[src/rtl/afe_rd_pkg.sv]
// -----------------------------------------------------------------------------
// afe_rd_pkg
// Shared definitions for the AFE -> ADS readout block:
//   - DATA_W_DEF / CH_NUM_DEF : default ADC word width and channels per frame
//   - TESTPAT_LO              : low byte of the synthetic test-pattern word
//   - rd_state_t              : readout sequencer states
// -----------------------------------------------------------------------------
package afe_rd_pkg;

   localparam int         DATA_W_DEF = 16;
   localparam int         CH_NUM_DEF = 64;
   localparam logic [7:0] TESTPAT_LO = 8'hA5;

   typedef enum logic [2:0] {
      IDLE,
      WAIT_EDGE,
      SETTLE,
      CONV,
      WAIT_BUSY,
      SHIFT,
      PUSH
   } rd_state_t;

endpackage

[src/rtl/ads_spi_shift.sv]
// -----------------------------------------------------------------------------
// ads_spi_shift
// Serial read of one ADS conversion result, MSB first.
// Ports:
//   CLK_100M, CLK_RST : system clock, asynchronous active-high reset
//   start             : one-cycle request; CS_N drops and SCLK starts low
//   sdo               : ADC serial data, captured on every SCLK rise
//   cs_n, sclk        : ADC chip select (active-low) and serial clock
//   data              : assembled word (valid when done is high)
//   done              : high on the last cycle of the read; on the following
//                       edge SCLK returns low and CS_N is released
// -----------------------------------------------------------------------------
module ads_spi_shift #(
   parameter int DATA_W    = 16,
   parameter int SCLK_HALF = 2
) (
   input  logic              CLK_100M,
   input  logic              CLK_RST,
   input  logic              start,
   input  logic              sdo,
   output logic              cs_n,
   output logic              sclk,
   output logic [DATA_W-1:0] data,
   output logic              done
);

   localparam int HC_W = $clog2(SCLK_HALF) + 1;
   localparam int BC_W = $clog2(DATA_W + 1);

   logic            active;
   logic [HC_W-1:0] half_cnt;
   logic [BC_W-1:0] bit_cnt;

   // Last half period of the final high phase: all bits are in.
   assign done = active && sclk && (bit_cnt == BC_W'(DATA_W)) &&
                 (half_cnt == HC_W'(SCLK_HALF - 1));

   always_ff @(posedge CLK_100M or posedge CLK_RST) begin
      if (CLK_RST) begin
         active   <= 1'b0;
         cs_n     <= 1'b1;
         sclk     <= 1'b0;
         half_cnt <= '0;
         bit_cnt  <= '0;
         data     <= '0;
      end else if (!active) begin
         if (start) begin
            active   <= 1'b1;
            cs_n     <= 1'b0;
            sclk     <= 1'b0;
            half_cnt <= '0;
            bit_cnt  <= '0;
         end
      end else if (half_cnt == HC_W'(SCLK_HALF - 1)) begin
         half_cnt <= '0;
         sclk     <= ~sclk;
         if (!sclk) begin
            // SDO is captured on the same edge that raises SCLK
            data    <= {data[DATA_W-2:0], sdo};
            bit_cnt <= bit_cnt + 1'b1;
         end else if (bit_cnt == BC_W'(DATA_W)) begin
            active <= 1'b0;
            cs_n   <= 1'b1;
         end
      end else begin
         half_cnt <= half_cnt + 1'b1;
      end
   end

endmodule

[src/rtl/afe_ads_readout.sv]
// -----------------------------------------------------------------------------
// afe_ads_readout
// Sequences one ADS conversion per AFE channel and hands each sample to a
// consumer through a single-entry valid/ready holding register.
// Ports:
//   CLK_100M, CLK_RST        : system clock, asynchronous active-high reset
//   AFE_STI, AFE_CLK, AFE_STO: AFE frame start, channel shift clock, shift done
//   ADS_CONVST, ADS_BUSY     : ADC conversion start / converting
//   ADS_CS_N, ADS_SCLK, ADS_SDO : ADC serial read port
//   DOUT_DATA, DOUT_CH, DOUT_VALID, DOUT_LAST, DOUT_READY : sample stream
//   FRAME_DONE               : one-cycle end-of-frame pulse
//   OVERRUN, EDGE_ERR        : sticky errors, cleared at the next frame start
// Build option: define AFE_RD_TESTPAT_EN to replace ADC data with
//   {channel, 8'hA5}; the ADC handshake and timing are unchanged.
// -----------------------------------------------------------------------------
module afe_ads_readout
   import afe_rd_pkg::*;
#(
   parameter int CH_NUM     = CH_NUM_DEF,
   parameter int SETTLE_CYC = 20,
   parameter int CONV_CYC   = 4,
   parameter int SCLK_HALF  = 2,
   parameter int DATA_W     = DATA_W_DEF
) (
   input  logic              CLK_100M,
   input  logic              CLK_RST,
   input  logic              AFE_STI,
   input  logic              AFE_CLK,
   input  logic              AFE_STO,
   output logic              ADS_CONVST,
   input  logic              ADS_BUSY,
   output logic              ADS_CS_N,
   output logic              ADS_SCLK,
   input  logic              ADS_SDO,
   output logic [DATA_W-1:0] DOUT_DATA,
   output logic [5:0]        DOUT_CH,
   output logic              DOUT_VALID,
   output logic              DOUT_LAST,
   input  logic              DOUT_READY,
   output logic              FRAME_DONE,
   output logic              OVERRUN,
   output logic              EDGE_ERR
);

   localparam int CH_W    = $clog2(CH_NUM + 1);
   localparam int CNT_MAX = (SETTLE_CYC > CONV_CYC) ? SETTLE_CYC : CONV_CYC;
   localparam int CNT_W   = $clog2(CNT_MAX) + 1;

   rd_state_t         state;
   logic [CH_W-1:0]   ch_cnt;
   logic [CNT_W-1:0]  cnt;
   logic              afe_sti_p1;
   logic              afe_clk_p1;
   logic              sti_rise;
   logic              clk_rise;
   logic              spi_start;
   logic              spi_done;
   logic [DATA_W-1:0] spi_data;
   logic [DATA_W-1:0] push_word;
   logic              last_ch;

   // Stage p1: previous-cycle copies of the AFE strobes for edge detection
   always_ff @(posedge CLK_100M or posedge CLK_RST) begin
      if (CLK_RST) begin
         afe_sti_p1 <= 1'b0;
         afe_clk_p1 <= 1'b0;
      end else begin
         afe_sti_p1 <= AFE_STI;
         afe_clk_p1 <= AFE_CLK;
      end
   end

   assign sti_rise  = AFE_STI && !afe_sti_p1;
   assign clk_rise  = AFE_CLK && !afe_clk_p1;
   // Combinational start so CS_N drops on the same edge that enters SHIFT
   assign spi_start = (state == WAIT_BUSY) && !ADS_BUSY;
   assign last_ch   = (ch_cnt == CH_W'(CH_NUM - 1));

`ifdef AFE_RD_TESTPAT_EN
   assign push_word = (DATA_W'(ch_cnt) << 8) | DATA_W'(TESTPAT_LO);
`else
   assign push_word = spi_data;
`endif

   ads_spi_shift #(
      .DATA_W    (DATA_W),
      .SCLK_HALF (SCLK_HALF)
   ) u_spi (
      .CLK_100M (CLK_100M),
      .CLK_RST  (CLK_RST),
      .start    (spi_start),
      .sdo      (ADS_SDO),
      .cs_n     (ADS_CS_N),
      .sclk     (ADS_SCLK),
      .data     (spi_data),
      .done     (spi_done)
   );

   always_ff @(posedge CLK_100M or posedge CLK_RST) begin
      if (CLK_RST) begin
         state      <= IDLE;
         ch_cnt     <= '0;
         cnt        <= '0;
         ADS_CONVST <= 1'b0;
         DOUT_DATA  <= '0;
         DOUT_CH    <= '0;
         DOUT_VALID <= 1'b0;
         DOUT_LAST  <= 1'b0;
         FRAME_DONE <= 1'b0;
         OVERRUN    <= 1'b0;
         EDGE_ERR   <= 1'b0;
      end else begin
         FRAME_DONE <= 1'b0;
         // A channel edge while a conversion is in flight is flagged only
         if (clk_rise && (state != IDLE) && (state != WAIT_EDGE))
            EDGE_ERR <= 1'b1;
         if (DOUT_VALID && DOUT_READY)
            DOUT_VALID <= 1'b0;

         case (state)
            IDLE: begin
               if (sti_rise) begin
                  state    <= WAIT_EDGE;
                  ch_cnt   <= '0;
                  OVERRUN  <= 1'b0;
                  EDGE_ERR <= 1'b0;
               end
            end
            WAIT_EDGE: begin
               if (clk_rise) begin
                  state <= SETTLE;
                  cnt   <= '0;
               end else if (AFE_STO) begin
                  state      <= IDLE;
                  FRAME_DONE <= 1'b1;
               end
            end
            SETTLE: begin
               if (cnt == CNT_W'(SETTLE_CYC - 1)) begin
                  state      <= CONV;
                  cnt        <= '0;
                  ADS_CONVST <= 1'b1;
               end else begin
                  cnt <= cnt + 1'b1;
               end
            end
            CONV: begin
               if (cnt == CNT_W'(CONV_CYC - 1)) begin
                  state      <= WAIT_BUSY;
                  ADS_CONVST <= 1'b0;
               end else begin
                  cnt <= cnt + 1'b1;
               end
            end
            WAIT_BUSY: begin
               if (!ADS_BUSY)
                  state <= SHIFT;
            end
            SHIFT: begin
               if (spi_done)
                  state <= PUSH;
            end
            PUSH: begin
               // Held sample wins over a new one the consumer cannot take
               if (DOUT_VALID && !DOUT_READY) begin
                  OVERRUN <= 1'b1;
               end else begin
                  DOUT_DATA  <= push_word;
                  DOUT_CH    <= 6'(ch_cnt);
                  DOUT_LAST  <= last_ch;
                  DOUT_VALID <= 1'b1;
               end
               ch_cnt <= ch_cnt + 1'b1;
               if (last_ch) begin
                  state      <= IDLE;
                  FRAME_DONE <= 1'b1;
               end else begin
                  state <= WAIT_EDGE;
               end
            end
            default: state <= IDLE;
         endcase
      end
   end

endmodule

[config.mk]
export PLATFORM = sky130hd
export DESIGN_NAME = afe_ads_readout
export DESIGN_NICKNAME = d
export VERILOG_FILES = /design/src/rtl/afe_rd_pkg.sv /design/src/rtl/ads_spi_shift.sv /design/src/rtl/afe_ads_readout.sv
export SDC_FILE = /design/constraint.sdc
export NUM_CORES = 1
export LEC_CHECK = 0
export ABC_AREA = 0
export CAP_MARGIN = 20
export CORE_MARGIN = 8
export CORE_UTILIZATION = 52
export CTS_CLUSTER_SIZE = 24
export DETAILED_ROUTE_END_ITERATION = 16
export PLACE_DENSITY = 0.83
export SLEW_MARGIN = 5
export SYNTH_ARGS = -nofsm -noshare
export SYNTH_HDL_FRONTEND = slang
export SYNTH_SLANG_ARGS = --single-unit
[constraint.sdc]
create_clock -name CLK_100M -period 2.35 [get_ports CLK_100M]
set_input_delay 0.235 -clock CLK_100M [delete_from_list [all_inputs] [get_ports CLK_100M]]
set_output_delay 0.235 -clock CLK_100M [all_outputs]
set_load 0.005 [all_outputs]
==> Yosys cells after proc, flatten, opt, wreduce, memory -nomap -nowiden <==
Cells that the tools add are included.
{ "totals": {"elab_cells": 130, "latch_bits": 0, "ram_bits": 0, "mem_bits_ro": 0, "output_inout_bits": 30, "ff_bits": 72, "mem_count": 0, "in_bits": 8} }
{ "classes": {"n_div": 0, "mux": 50, "n_bitwise": 2, "n_reduce_logical": 30, "magnitude_cmp": 0, "mul": 0, "eq_ne": 25, "add_sub_neg": 4, "shifts": 0} }
{ "op_table": {"columns": ["operator", "count"], "rows": [
  ["$mux 1", 26],
  ["$ne 2x2->1 const B", 11],
  ["$mux 3", 7],
  ["$pmux 3 s7", 1],
  ["$mux 5", 4],
  ["$mux 6", 3],
  ["$pmux 6 s3", 1],
  ["$reduce_and 3->1", 5],
  ["$pmux 7 s2", 1],
  ["$logic_and 1x1->1", 10],
  ["$eq 3x3->1 const B", 3],
  ["$add 7x1->7 const B", 1],
  ["$eq 7x6->1 const B", 1],
  ["$mux 7", 1],
  ["$add 6x1->6 const B", 1],
  ["$eq 3x2->1 const B", 2],
  ["$eq 6x2->1 const B", 1],
  ["$eq 6x5->1 const B", 1],
  ["$mux 2", 3],
  ["$pmux 1 s2", 3],
  ["$reduce_and 2->1", 3],
  ["$reduce_and 6->1", 1],
  ["$reduce_bool 2->1", 3],
  ["$reduce_bool 3->1", 2],
  ["other kinds (12)", 16]
]} }

==> Logic depth before layout (Yosys ltp) <==
Gate-level depths: netlist of run 1.
{ "logic_depth": {"word_depth": 7, "depth_mapped": 6, "depth_no_buf": 5} }

==> By module <==
A second synthesis of run 1 with hierarchy kept.
{ "hier_totals": {"cells_unflattened": 255, "hier_area_um2": 3191.8} }
{ "by_module_without_submodules": {"columns": ["module", "cells_each", "seq_area_each_um2", "area_each_um2", "n_inst"], "rows": [
  ["afe_ads_readout", 173, 1151.1, 2105.8, 1],
  ["ads_spi_shift", 82, 651.9, 1086.0, 1]
]} }

==> Worst setup path after synthesis of run 1 <==
OpenSTA, ideal clock, no wires.
{ "synth_timing": {"path_type": "reg2reg", "startpoint": "register cnt[0]", "endpoint": "register state[0]", "path_stages_with_launch": 6, "n_path_buf": 0, "arrival_ns": 1.768, "path_slack_ns": 0.457, "path_cell_list": "dfrtp_1 -> ha_1 -> nor4b_2 -> a21oi_2 -> a2111oi_4 -> mux2_4"} }
{ "synth_via": {"elab_chain_len": 3, "elab_cells_between_ends": 5, "cone_classes": "4 x eq/ne; 1 x reduce/logical"} }
{ "synth_rtl": {"columns": ["item", "line", "rtl"], "rows": [
  ["start: declaration", "afe_ads_readout.sv:51", "logic [CNT_W-1:0] cnt;"],
  ["start signal: assignment", "afe_ads_readout.sv:144", "cnt <= cnt + 1'b1;"],
  ["start signal: assignment", "afe_ads_readout.sv:152", "cnt <= cnt + 1'b1;"],
  ["$eq 6x2->1 or $eq 6x5->1 (tied branches)", "afe_ads_readout.sv:148, afe_ads_readout.sv:139", null],
  ["$ne 2x2->1 (no source line)", null, null],
  ["$reduce_and 6->1 (no source line) *", null, null],
  ["end signal: assignment", "afe_ads_readout.sv:149", "state <= WAIT_BUSY;"],
  ["end signal: assignment", "afe_ads_readout.sv:157", "state <= SHIFT;"],
  ["end signal: assignment", "afe_ads_readout.sv:161", "state <= PUSH;"],
  ["end: declaration", "afe_ads_readout.sv:49", "rd_state_t state;"]
]} }
Every way passes the cells marked *; elsewhere a longest branch is shown, timed or not.
A chain may end at the register's enable or synchronous reset.

==> Worst setup path after layout of run 1 <==
Same ends and word-level chain as after synthesis.

==> impl_metrics.json, run 1 <==
{
  "crit_slowest_cell": "nor4b_2",
  "cts_inserted_buffers": 9,
  "skew_ns": 0.0135,
  "fillers": 451,
  "setup-tns-final_ns": 0,
  "grt_setup_unrepaired": "false",
  "critPathMaxFanout": 5,
  "ir_drop_mv": 0.735,
  "dp_hpwl_mm": 4.06,
  "grt_pass1_wl_mm": 10.5,
  "start_util_pct": 53.8,
  "cts_resized": 0,
  "hold_slack_ns": 0.266,
  "wl_per_cell_um": 16.4,
  "synth_cell_types": 53,
  "num_vias": 2047,
  "cts_buffer_depth": 2,
  "slowest_delay_ns": 0.45,
  "area_delta_synth_final_pct": 21.0,
  "cts_setup_buffers": 0,
  "power.leakage_nw": 1.77,
  "grt.overflow.total": 0,
  "cp_num_buf_inv": 0,
  "crit_required_ns": 2.59,
  "ys.flop_type": "dfrtp_1",
  "viasPerCell": 5.52,
  "cts_sinks": 72,
  "dr.pass1.iters": 4,
  "fmax_mhz": 472,
  "min_period_ns": 2.12,
  "antenna_cells": 0,
  "h-tree-depth": 3,
  "setup_viol": 0,
  "wl_mm": 6.10,
  "die-area_mm2": 0.00889,
  "r2r_slack_ns": 0.23,
  "crit_family": "compound AO/OA/AOI/OAI gates",
  "clock_latency_ns": 0.35,
  "end_kind": "flop",
  "min_path_type": "in2async",
  "cts_tree": "done",
  "postCtsHoldBufs": 0,
  "syn_inst": 249,
  "ys_seq_elements": 72,
  "clk_pin_slew_ns": 0.09,
  "maxSlewHeadroom_pct": 60.9,
  "worst_ep_arrival_time_ns": 2.36,
  "fin_nets": 303,
  "first_iter_violations": 60,
  "synth_edf_count": 0,
  "fp.dieW_um": 94.3,
  "grt_pass1_vias": 2224,
  "ioPinCount": 38,
  "startpoint_type": "flop",
  "route.antenna.remaining_nets": 0,
  "hold_viol": 0,
  "seq_area_frac_synth_pct": 56.6,
  "globalplace.congestion": 0.834,
  "fp-row-count": 28,
  "layout-drive-gt1-share_pct": 19.3,
  "grt_max_degree": 73,
  "drc_errors": 0,
  "avgSynthCellArea_um2": 12.8,
  "portBuffers": 37,
  "slew_viol_final": 0,
  "ys_warn_count": 0,
  "p_per_area_mw_per_mm2": 1140,
  "groute.usage.overall_pct": 15.0,
  "synth.cell_area_mm2": 0.00319,
  "status": "completed",
  "synthArstFlopShare_pct": 100,
  "cp_cell_sequence": "ha_1 -> nor4b_2 -> a21oi_2 -> a2111oi_4 -> mux2_4",
  "antenna_found_initial": 0,
  "root_buffer": "clkbuf_8",
  "max_slew.worst_pin.slew_ns": 0.587,
  "core_mm2": 0.00592,
  "die_h_um": 94.3,
  "syn_nets": 261,
  "fin_crit_sh_pct": 90.2,
  "worstSetupPathType": "reg2reg",
  "drv_cap": 0
}
path summary, 6_finish.rpt:
| check | startpoint | cells after the start | endpoint |
|---|---|---|---|
| min | CLK_RST | 3 | u_spi.data[13] |
| max reg2reg | cnt[0] | 5 | state[0] |
| min reg2reg | DOUT_CH[5] | 1 | DOUT_CH[5] |
| max | cnt[0] | 5 | state[0] |
| min in group CLK_100M | AFE_CLK | 1 | afe_clk_p1 |
| max in group asynchronous | CLK_RST | 3 | u_spi.cs_n |
where the power goes:
| part | internal, W | switching, W | total, W |
|---|---|---|---|
| registers | 0.00159 | 0.000339 | 0.00193 |
| logic | 0.000780 | 0.000580 | 0.00136 |
| clock network | 0.000608 | 0.000493 | 0.00110 |
| total | 0.00298 | 0.00141 | 0.00439 |
metrics by stage:
stage | setup WS, ns | instance area, µm² | std cells | util, % | power (W)
after floorplan | 0.292 | 3190 | 249 | - | 0.00285
after global placement | 0.369 | 3630 | 355 | 61.3 | 0.00325
after detailed placement | 0.248 | 3630 | 355 | 61.3 | 0.00333
after CTS | 0.234 | 3860 | 371 | 65.2 | 0.00444
after global routing | 0.0960 | 3860 | 371 | 65.2 | 0.00468
final | 0.231 | 3860 | 371 | 65.2 | 0.00439
cell families (layout without fill, tap and decap cells):
group,after synthesis,in the layout,synth area share (%)
buffers and inverters,17,64,2.87
flip-flops,72,72,56.6
multiplexers,41,41,14.6
AND/OR/NAND/NOR,66,66,12.9
AO/OA/AOI/OAI,41,41,9.31
adder cells (fa/ha/maj),4,4,1.57
XOR/XNOR,8,8,2.20
layout by cell type (no fill, tap or decap), types with 3 or more instances in the layout:
master	instances
dfrtp_1	71
mux2_2	17
nand4_1	3
a21oi_1	3
inv_1	6
ha_1	4
clkbuf_8	9
a31oi_1	3
nand3b_1	4
nor2_1	11
buf_4	3
and2_1	3
xor2_1	6
nand3_1	7
o22ai_1	3
o21ai_0	10
clkdlybuf4s50_1	37
nand2_1	14
a22o_1	4
mux2_1	22
o31ai_1	3
nor2b_1	3
worst reg2reg max path: cells and delay by family (launching register included):
| kind | cells | cell delay [ns] |
|---|---|---|
| adder cells (fa/ha/maj) | 1 | 0.24 |
| AND/OR/NAND/NOR | 1 | 0.45 |
| AO/OA/AOI/OAI | 2 | 0.59 |
| multiplexers | 1 | 0.33 |
| flip-flops | 1 | 0.41 |
area by class of cell:
type | instances | area (µm²) | area share [%]
sequential | 72 | 1800 | 46.7
multi-input combinational | 160 | 1290 | 33.6
timing repair buffer | 41 | 413 | 10.7
clock buffer | 9 | 124 | 3.21
clock inverter | 7 | 103 | 2.66
tap | 75 | 93.8 | 2.43
inverter | 7 | 26.3 | 0.681
flip-flops by register name, indices dropped and copies added (netlist names), 2 cells and up:
signal          count
u_spi.bit_cnt       5
DOUT_CH             6
cnt                 6
state               3
DOUT_DATA          16
u_spi.data         16
u_spi.half_cnt      2
ch_cnt              7
synth_stat cells, types with 3 or more instances:
library cell,instances,area (µm²)
mux2_1,22,248
nand3_1,7,35.0
nand2_1,14,52.6
a31oi_1,3,18.8
a21oi_1,3,15.0
xor2_1,6,52.6
o22ai_1,3,18.8
mux2_2,17,191
ha_1,4,50.1
inv_1,7,26.3
nand3b_1,4,30.0
buf_6,3,33.8
clkbuf_1,3,11.3
o31ai_1,3,22.5
o21ai_0,10,50.1
buf_2,4,20.0
nor2b_1,3,18.8
and2_1,3,18.8
nand4_1,3,18.8
nor2_1,12,45.0
dfrtp_1,71,1780
a22o_1,4,35.0
layer usage:
metal	GRT usage (%)	part of all wire, %
met1	17.9	46
met2	23.3	47
met3	6.79	6.3
met4	5.28	1.1
met5	0	0
No activity file was read; power rests on OpenSTA's default activity.
==> inputs of run 2 (changes only) <==
--- a/config.mk
+++ b/config.mk
@@ -5,13 +5,15 @@
 export SDC_FILE = /design/constraint.sdc
 export NUM_CORES = 1
 export LEC_CHECK = 0
-export ABC_AREA = 0
+export ABC_AREA = 1
 export CAP_MARGIN = 20
+export CELL_PAD_IN_SITES_DETAIL_PLACEMENT = 2
+export CELL_PAD_IN_SITES_GLOBAL_PLACEMENT = 2
 export CORE_MARGIN = 8
-export CORE_UTILIZATION = 52
+export CORE_UTILIZATION = 31
 export CTS_CLUSTER_SIZE = 24
 export DETAILED_ROUTE_END_ITERATION = 16
-export PLACE_DENSITY = 0.83
+export PLACE_DENSITY = 0.84
 export SLEW_MARGIN = 5
 export SYNTH_ARGS = -nofsm -noshare
 export SYNTH_HDL_FRONTEND = slang
==> constraint.sdc (replaced) <==
create_clock -name CLK_100M -period 1.92 [get_ports CLK_100M]
set_input_delay 0.192 -clock CLK_100M [delete_from_list [all_inputs] [get_ports CLK_100M]]
set_output_delay 0.192 -clock CLK_100M [all_outputs]
set_load 0.005 [all_outputs]
==> run 2 against run 1 <==
- register-to-register slack better by 0.03 ns
- worst hold slack improved by 0.048 ns
- largest cell class unchanged
- sequential power is 8% higher
- die area rose by 60%
==> impl_metrics.json, run 2 <==
{
  "synthArstFlopShare_pct": 100,
  "cts_sinks": 72,
  "max_slew.worst_pin.slew_ns": 0.570,
  "maxSlewHeadroom_pct": 62.0,
  "die-area_mm2": 0.0143,
  "start_util_pct": 32.0,
  "ys_seq_elements": 72,
  "synth_most_common_cell": "nand2_1",
  "crit_family": "buffers and inverters",
  "core_mm2": 0.0104,
  "worst_ep_arrival_time_ns": 1.94,
  "end_kind": "flop",
  "h-tree-depth": 3,
  "crit_slowest_cell": "dfrtp_1",
  "layout-drive-gt1-share_pct": 12.7,
  "ir_drop_mv": 0.384,
  "worstSetupPathType": "reg2reg",
  "setup_viol": 0,
  "finalInstanceArea_mm2": 0.00400,
  "yosys-top-cells-count": "nand2_1 (102), dfrtp_1 (71), inv_1 (47), o21ai_0 (33)",
  "clock_latency_ns": 0.36,
  "grt_setup_unrepaired": "false",
  "dr.pass1.iters": 4,
  "netlist.area_leader.share_pct": 53.6,
  "cp_num_buf_inv": 2,
  "instances_no_fill": 561,
  "syn_inst": 377,
  "ys.flop_type": "dfrtp_1",
  "fin_nets": 432,
  "fmax_mhz": 601,
  "groute.usage.overall_pct": 13.3,
  "cts_inserted_buffers": 9,
  "drv_cap": 0,
  "grt_pass1_wl_mm": 15.3,
  "cts_resized": 0,
  "placed_area_mm2": 0.00383,
  "grt_max_degree": 73,
  "fp-row-count": 37,
  "ioPinCount": 38,
  "critPathMaxFanout": 45,
  "die_h_um": 119,
  "dp.cells": 545,
  "synth_cell_types": 31,
  "seq_area_frac_synth_pct": 54.4,
  "hold_viol": 0,
  "grt.overflow.total": 0,
  "first_iter_violations": 94,
  "syn_nets": 389,
  "fp.dieW_um": 119,
  "p_per_area_mw_per_mm2": 1180,
  "slew_viol_final": 0,
  "antenna_cells": 0,
  "clk_pin_slew_ns": 0.09,
  "antenna_found_initial": 0,
  "viasPerCell": 4.81,
  "yosysTopAreaCell": "dfrtp_1",
  "setup-tns-final_ns": 0,
  "min_period_ns": 1.66,
  "cts_buffer_depth": 2,
  "cts_tree": "done",
  "skew_ns": 0.0129,
  "wl_per_cell_um": 15.9,
  "route.antenna.remaining_nets": 0,
  "mostFrequentLayoutCells": "nand2_1 (102), dfrtp_1 (71), inv_1 (46)",
  "startpoint_type": "flop",
  "synth.cell_area_mm2": 0.00332,
  "synth.area.top_cells": "dfrtp_1 (54%), nand2_1 (12%), o21ai_2 (5.8%), inv_1 (5.3%), o21ai_0 (5.0%)",
  "slowest_delay_ns": 0.48,
  "cts_setup_buffers": 0,
  "status": "completed",
  "root_buffer": "clkbuf_8",
  "power.leakage_nw": 1.95,
  "min_path_type": "in2async",
  "num_vias": 2701,
  "avgSynthCellArea_um2": 8.79,
  "grt_pass1_vias": 3053,
  "area_delta_synth_final_pct": 20.6,
  "drc_errors": 0,
  "fin_crit_sh_pct": 86.6,
  "portBuffers": 37,
  "globalplace.congestion": 0.791,
  "ys_warn_count": 0,
  "wl_mm": 8.93,
  "reg_top3": "DOUT_DATA x16, u_spi.data x16, ch_cnt x7",
  "cp_cell_sequence": "nand2_2 -> nor2_4 -> inv_4 -> nor2_4 -> inv_4 -> nand2_1 -> o21ai_2",
  "dp_hpwl_mm": 6.27,
  "synth_edf_count": 0,
  "postCtsHoldBufs": 0,
  "crit_required_ns": 2.20,
  "mostFrequentLayoutCell": "nand2_1"
}
## run 2: where the power goes
part           internal (W)  total (W)  switching [W]
registers           0.00184    0.00209       0.000257
clock network      0.000468    0.00108       0.000608
logic              0.000744    0.00153       0.000787
total               0.00305    0.00470        0.00165
## run 2: worst paths after layout
path                             from            to  slack [ns]  cells past startpoint
setup / recovery             state[1]    DOUT_CH[4]        0.26                      7
hold / removal                CLK_RST  DOUT_DATA[1]        0.31                      3
setup reg to reg             state[1]    DOUT_CH[4]        0.26                      7
hold reg to reg            u_spi.cs_n    u_spi.cs_n        0.47                      2
max in group asynchronous     CLK_RST    u_spi.cs_n        1.27                      3
min in group CLK_100M         AFE_CLK    afe_clk_p1        0.34                      1
## run 2: worst register-to-register path: cells and delay by family (launching register included)
kind                   cells  cell delay [ns]
AND/OR/NAND/NOR            4             0.46
AO/OA/AOI/OAI              1             0.11
buffers and inverters      2             0.54
flip-flops                 1             0.48
## run 2: metrics by stage
stage | util, % | hold WS, ns | setup slack (ns) | power (W)
after detailed placement | 37.0 | 0.466 | 0.190 | 0.00369
after global placement | 37.0 | 0.454 | 0.302 | 0.00358
after floorplan | - | 0.223 | 0.639 | 0.00288
after CTS | 38.6 | 0.333 | 0.246 | 0.00479
final | 38.6 | 0.314 | 0.257 | 0.00470
after global routing | 38.6 | 0.343 | 0.121 | 0.00503
## run 2: routing by layer
metal | wire length, µm | global-route usage (%) | share of wire (%) | up-vias
li1 | - | - | - | 1289
met1 | 3890 | 15.4 | 44 | 1363
met2 | 4550 | 23.1 | 51 | 33
met3 | 295 | 3.02 | 3.3 | 16
met4 | 198 | 5.93 | 2.2 | 0
met5 | 0 | 0 | 0 | -
## run 2: area by class of cell
cell class | count | area (µm²)
multi-input combinational | 246 | 1250
fill | 1206 | 6370
clock inverter | 5 | 33.8
timing repair buffer | 40 | 405
sequential | 72 | 1800
tap | 136 | 170
clock buffer | 11 | 131
inverter | 51 | 200
## run 2: kinds of logic (layout without fill, tap and decap cells)
| group | Yosys count | count (layout) | share of synthesized area [%] |
|---|---|---|---|
| adder cells (fa/ha/maj) | 4 | 4 | 1.51 |
| flip-flops | 72 | 72 | 54.4 |
| AND/OR/NAND/NOR | 169 | 169 | 21.9 |
| AO/OA/AOI/OAI | 69 | 69 | 13.4 |
| XOR/XNOR | 4 | 4 | 1.06 |
| buffers and inverters | 59 | 107 | 7.77 |
==> inputs of run 3 (changes only) <==
--- a/config.mk
+++ b/config.mk
@@ -6,6 +6,7 @@
 export NUM_CORES = 1
 export LEC_CHECK = 0
 export ABC_AREA = 1
+export ABC_CLOCK_PERIOD_IN_PS = 1920
 export CAP_MARGIN = 20
 export CELL_PAD_IN_SITES_DETAIL_PLACEMENT = 2
 export CELL_PAD_IN_SITES_GLOBAL_PLACEMENT = 2
@@ -17,4 +18,5 @@
 export SLEW_MARGIN = 5
 export SYNTH_ARGS = -nofsm -noshare
 export SYNTH_HDL_FRONTEND = slang
+export SYNTH_HIERARCHICAL = 1
 export SYNTH_SLANG_ARGS = --single-unit
==> constraint.sdc (replaced) <==
create_clock -name CLK_100M -period 1.92 [get_ports CLK_100M]
set_input_delay 0.192 -clock CLK_100M [delete_from_list [all_inputs] [get_ports CLK_100M]]
set_output_delay 0.192 -clock CLK_100M [all_outputs]
set_load 0.02 [all_outputs]
==> run 3 against run 2 <==
- combinational power grew 86%
- count of clock-buffer cells in the layout decreased by 1
- core utilization is 0.87 points lower
- worst setup slack worse by 0.010 ns
- sequential cell count stayed put
- global-route usage grew 0.33 points
- highest routed layer unchanged
- power up 45%
- wire length grew 1.6%
- final area increased by 1.3%
- clock skew barely moved
==> impl_metrics.json, run 3 <==
{
  "status": "completed",
  "cts_sinks": 72,
  "pwr-share-clk_pct": 17.6,
  "crit_required_ns": 1.73,
  "route.met3.wl_um": 296,
  "highest_layer": "met4",
  "crit_family": "buffers and inverters",
  "multi_input_area_mm2": 0.00129,
  "p_per_area_mw_per_mm2": 1680,
  "synth.area.top_cells": "dfrtp_1 (53%), nand2_1 (15%), inv_1 (5.1%), o21ai_0 (3.9%), nand3_1 (3.6%)",
  "cts_buffer_depth": 2,
  "pwr-share-comb_pct": 41.9,
  "seqCellArea_mm2": 0.00180,
  "p_sw_w": 0.00293,
  "globalplace.congestion": 0.846,
  "grt_pass1_wl_mm": 15.5,
  "synth_compound_area_share_pct": 9.14,
  "slowest_delay_ns": 0.60,
  "die-area_mm2": 0.0145,
  "min_period_ns": 1.67,
  "synthArstFlopShare_pct": 100,
  "crit_slowest_cell": "clkdlybuf4s50_1",
  "first_iter_violations": 98,
  "syn_inst": 392,
  "mostFrequentLayoutCell": "nand2_1",
  "yosys-top-cells-count": "nand2_1 (133), dfrtp_1 (71), inv_1 (46), o21ai_0 (26)",
  "synth_most_common_cell": "nand2_1",
  "placed_area_mm2": 0.00386,
  "fin_crit_sh_pct": 87.1,
  "critPathMaxFanout": 2,
  "switching_share_pct": 43.0,
  "grt.overflow.total": 0,
  "end_kind": "output pin",
  "cp.depth": 1,
  "clock_latency_ns": 0.36,
  "root_buffer": "clkbuf_8",
  "preCtsSetupSlack_ns": 0.217,
  "m1WireLength_mm": 3.83,
  "core_mm2": 0.0107,
  "synth_cell_types": 31,
  "cp_num_buf_inv": 1,
  "h-tree-depth": 3,
  "synth_edf_count": 0,
  "cp_cell_sequence": "clkdlybuf4s50_1",
  "yosysTopAreaCell": "dfrtp_1",
  "p_seq_share_pct": 40.5,
  "synth.cell_area_mm2": 0.00338,
  "min_path_type": "in2async",
  "wl_mm": 9.07,
  "fp-row-count": 38,
  "grt_max_degree": 47,
  "seq_area_frac_synth_pct": 53.4,
  "postCtsHoldBufs": 0,
  "dr.pass1.iters": 4,
  "hold_viol": 0,
  "groute.usage.overall_pct": 13.7,
  "ys_warn_count": 6,
  "yosys.area_share.simple_pct": 26.5,
  "fmax_mhz": 598,
  "antenna_found_initial": 0,
  "synthAdderAreaFrac_pct": 1.48,
  "clk_pin_slew_ns": 0.08,
  "slew_viol_final": 0,
  "drc_errors": 0,
  "layout-drive-gt1-share_pct": 11.7,
  "num_vias": 2727,
  "netlist.area_leader.share_pct": 52.6,
  "skew_ns": 0.0124,
  "route.antenna.remaining_nets": 0,
  "fp.dieW_um": 120,
  "reg2regPathDepth": 11,
  "drv_cap": 0,
  "avgSynthCellArea_um2": 8.62,
  "max_slew.worst_pin.slew_ns": 0.475,
  "cts_resized": 0,
  "wl_per_cell_um": 15.7,
  "grt_pass1_vias": 3081,
  "cts_setup_buffers": 0,
  "ys.flop_type": "dfrtp_1",
  "synthXorXnorAreaFrac_pct": 1.04,
  "postLayoutSetupSlackWorst_ns": 0.247,
  "setup_viol": 0,
  "worst_ep_arrival_time_ns": 1.48,
  "finalInstanceArea_mm2": 0.00405,
  "synth_top_family_by_area": "simple AND/OR/NAND/NOR gates",
  "synthMuxAreaShare_pct": 0,
  "area_delta_synth_final_pct": 19.8,
  "ir_drop_mv": 0.527,
  "maxSlewHeadroom_pct": 68.3,
  "worstSetupPathType": "reg2out",
  "power.leakage_nw": 2.00,
  "dp_hpwl_mm": 6.48,
  "fin_nets": 445,
  "wl_met2_mm": 4.71,
  "portBuffers": 37,
  "antenna_cells": 0,
  "totalPowerFinal_w": 0.00681,
  "cts_tree": "done",
  "viasPerCell": 4.73,
  "mostFrequentLayoutCells": "nand2_1 (133), dfrtp_1 (71), inv_1 (45)",
  "startpoint_type": "flop",
  "reg_top3": "DOUT_DATA x16, u_spi/data x16, ch_cnt x7",
  "setup-tns-final_ns": 0,
  "die_h_um": 120,
  "start_util_pct": 31.5,
  "ys_seq_elements": 72,
  "power.internal_w": 0.00388,
  "syn_nets": 404,
  "final_util_pct": 37.7,
  "cts_inserted_buffers": 9,
  "grt_setup_unrepaired": "false",
  "fillers": 1240,
  "ioPinCount": 38
}
## run 3: cell types whose count changed in the layout (fill, tap and decap cells not counted), moves of 3 or more
| cell | previous run | this run |
|---|---|---|
| a21oi_1 | 7 | 4 |
| o21ai_2 | 22 | 6 |
| a21oi_2 | 0 | 8 |
| o21ai_1 | 0 | 3 |
| nand2_1 | 102 | 133 |
| o21ai_0 | 33 | 26 |
## run 3: power groups by stage
stage,Clock (W),Sequential [W],Combinational (W)
floorplan,0,0.00292,0.00170
global placement,0,0.00274,0.00275
detailed placement,0,0.00278,0.00289
CTS,0.00125,0.00277,0.00293
global route,0.00131,0.00285,0.00320
finish,0.00120,0.00276,0.00285
## run 3: worst paths after layout
path	endpoint	slack, ns	start
min	cnt[1]	0.22	CLK_RST
max reg2reg	state[0]	0.25	u_spi/bit_cnt[0]
max in group asynchronous	u_spi/cs_n	1.35	CLK_RST
min reg2reg	u_spi/cs_n	0.47	u_spi/cs_n
max	ADS_CS_N	0.25	u_spi/cs_n
min in group CLK_100M	afe_clk_p1	0.35	AFE_CLK
## run 3: metal layers
metal  vias to the layer above  global-route usage [%]
li1                       1304                       -
met1                      1371                    15.1
met2                        35                    23.7
met3                        17                    3.73
met4                         0                    7.03
met5                         -                       0
## run 3: through the flow
| step | instances | hold WS, ns |
|---|---|---|
| after floorplan | 392 | 0.223 |
| after global placement | 562 | 0.456 |
| after detailed placement | 562 | 0.468 |
| after CTS | 577 | 0.224 |
| after global routing | 577 | 0.236 |
| final | 577 | 0.225 |
## run 3: kinds of logic (layout without fill, tap and decap cells)
family	count (synthesis)	count (layout)
AOI/OAI and AO/OA	50	50
buffers and inverters	60	105
adders and majority gates	4	4
xor gates and xnor gates	4	4
DFF	72	72
and+or+nand+nor	202	202
## run 3: layout make-up
cell class                 count  share of cell area (%)
sequential                    72                    44.5
multi-input combinational    260                    31.9
timing repair buffer          40                    10.0
inverter                      50                    4.70
tap                          140                    4.32
clock buffer                  10                    3.15
clock inverter                 5                    1.45
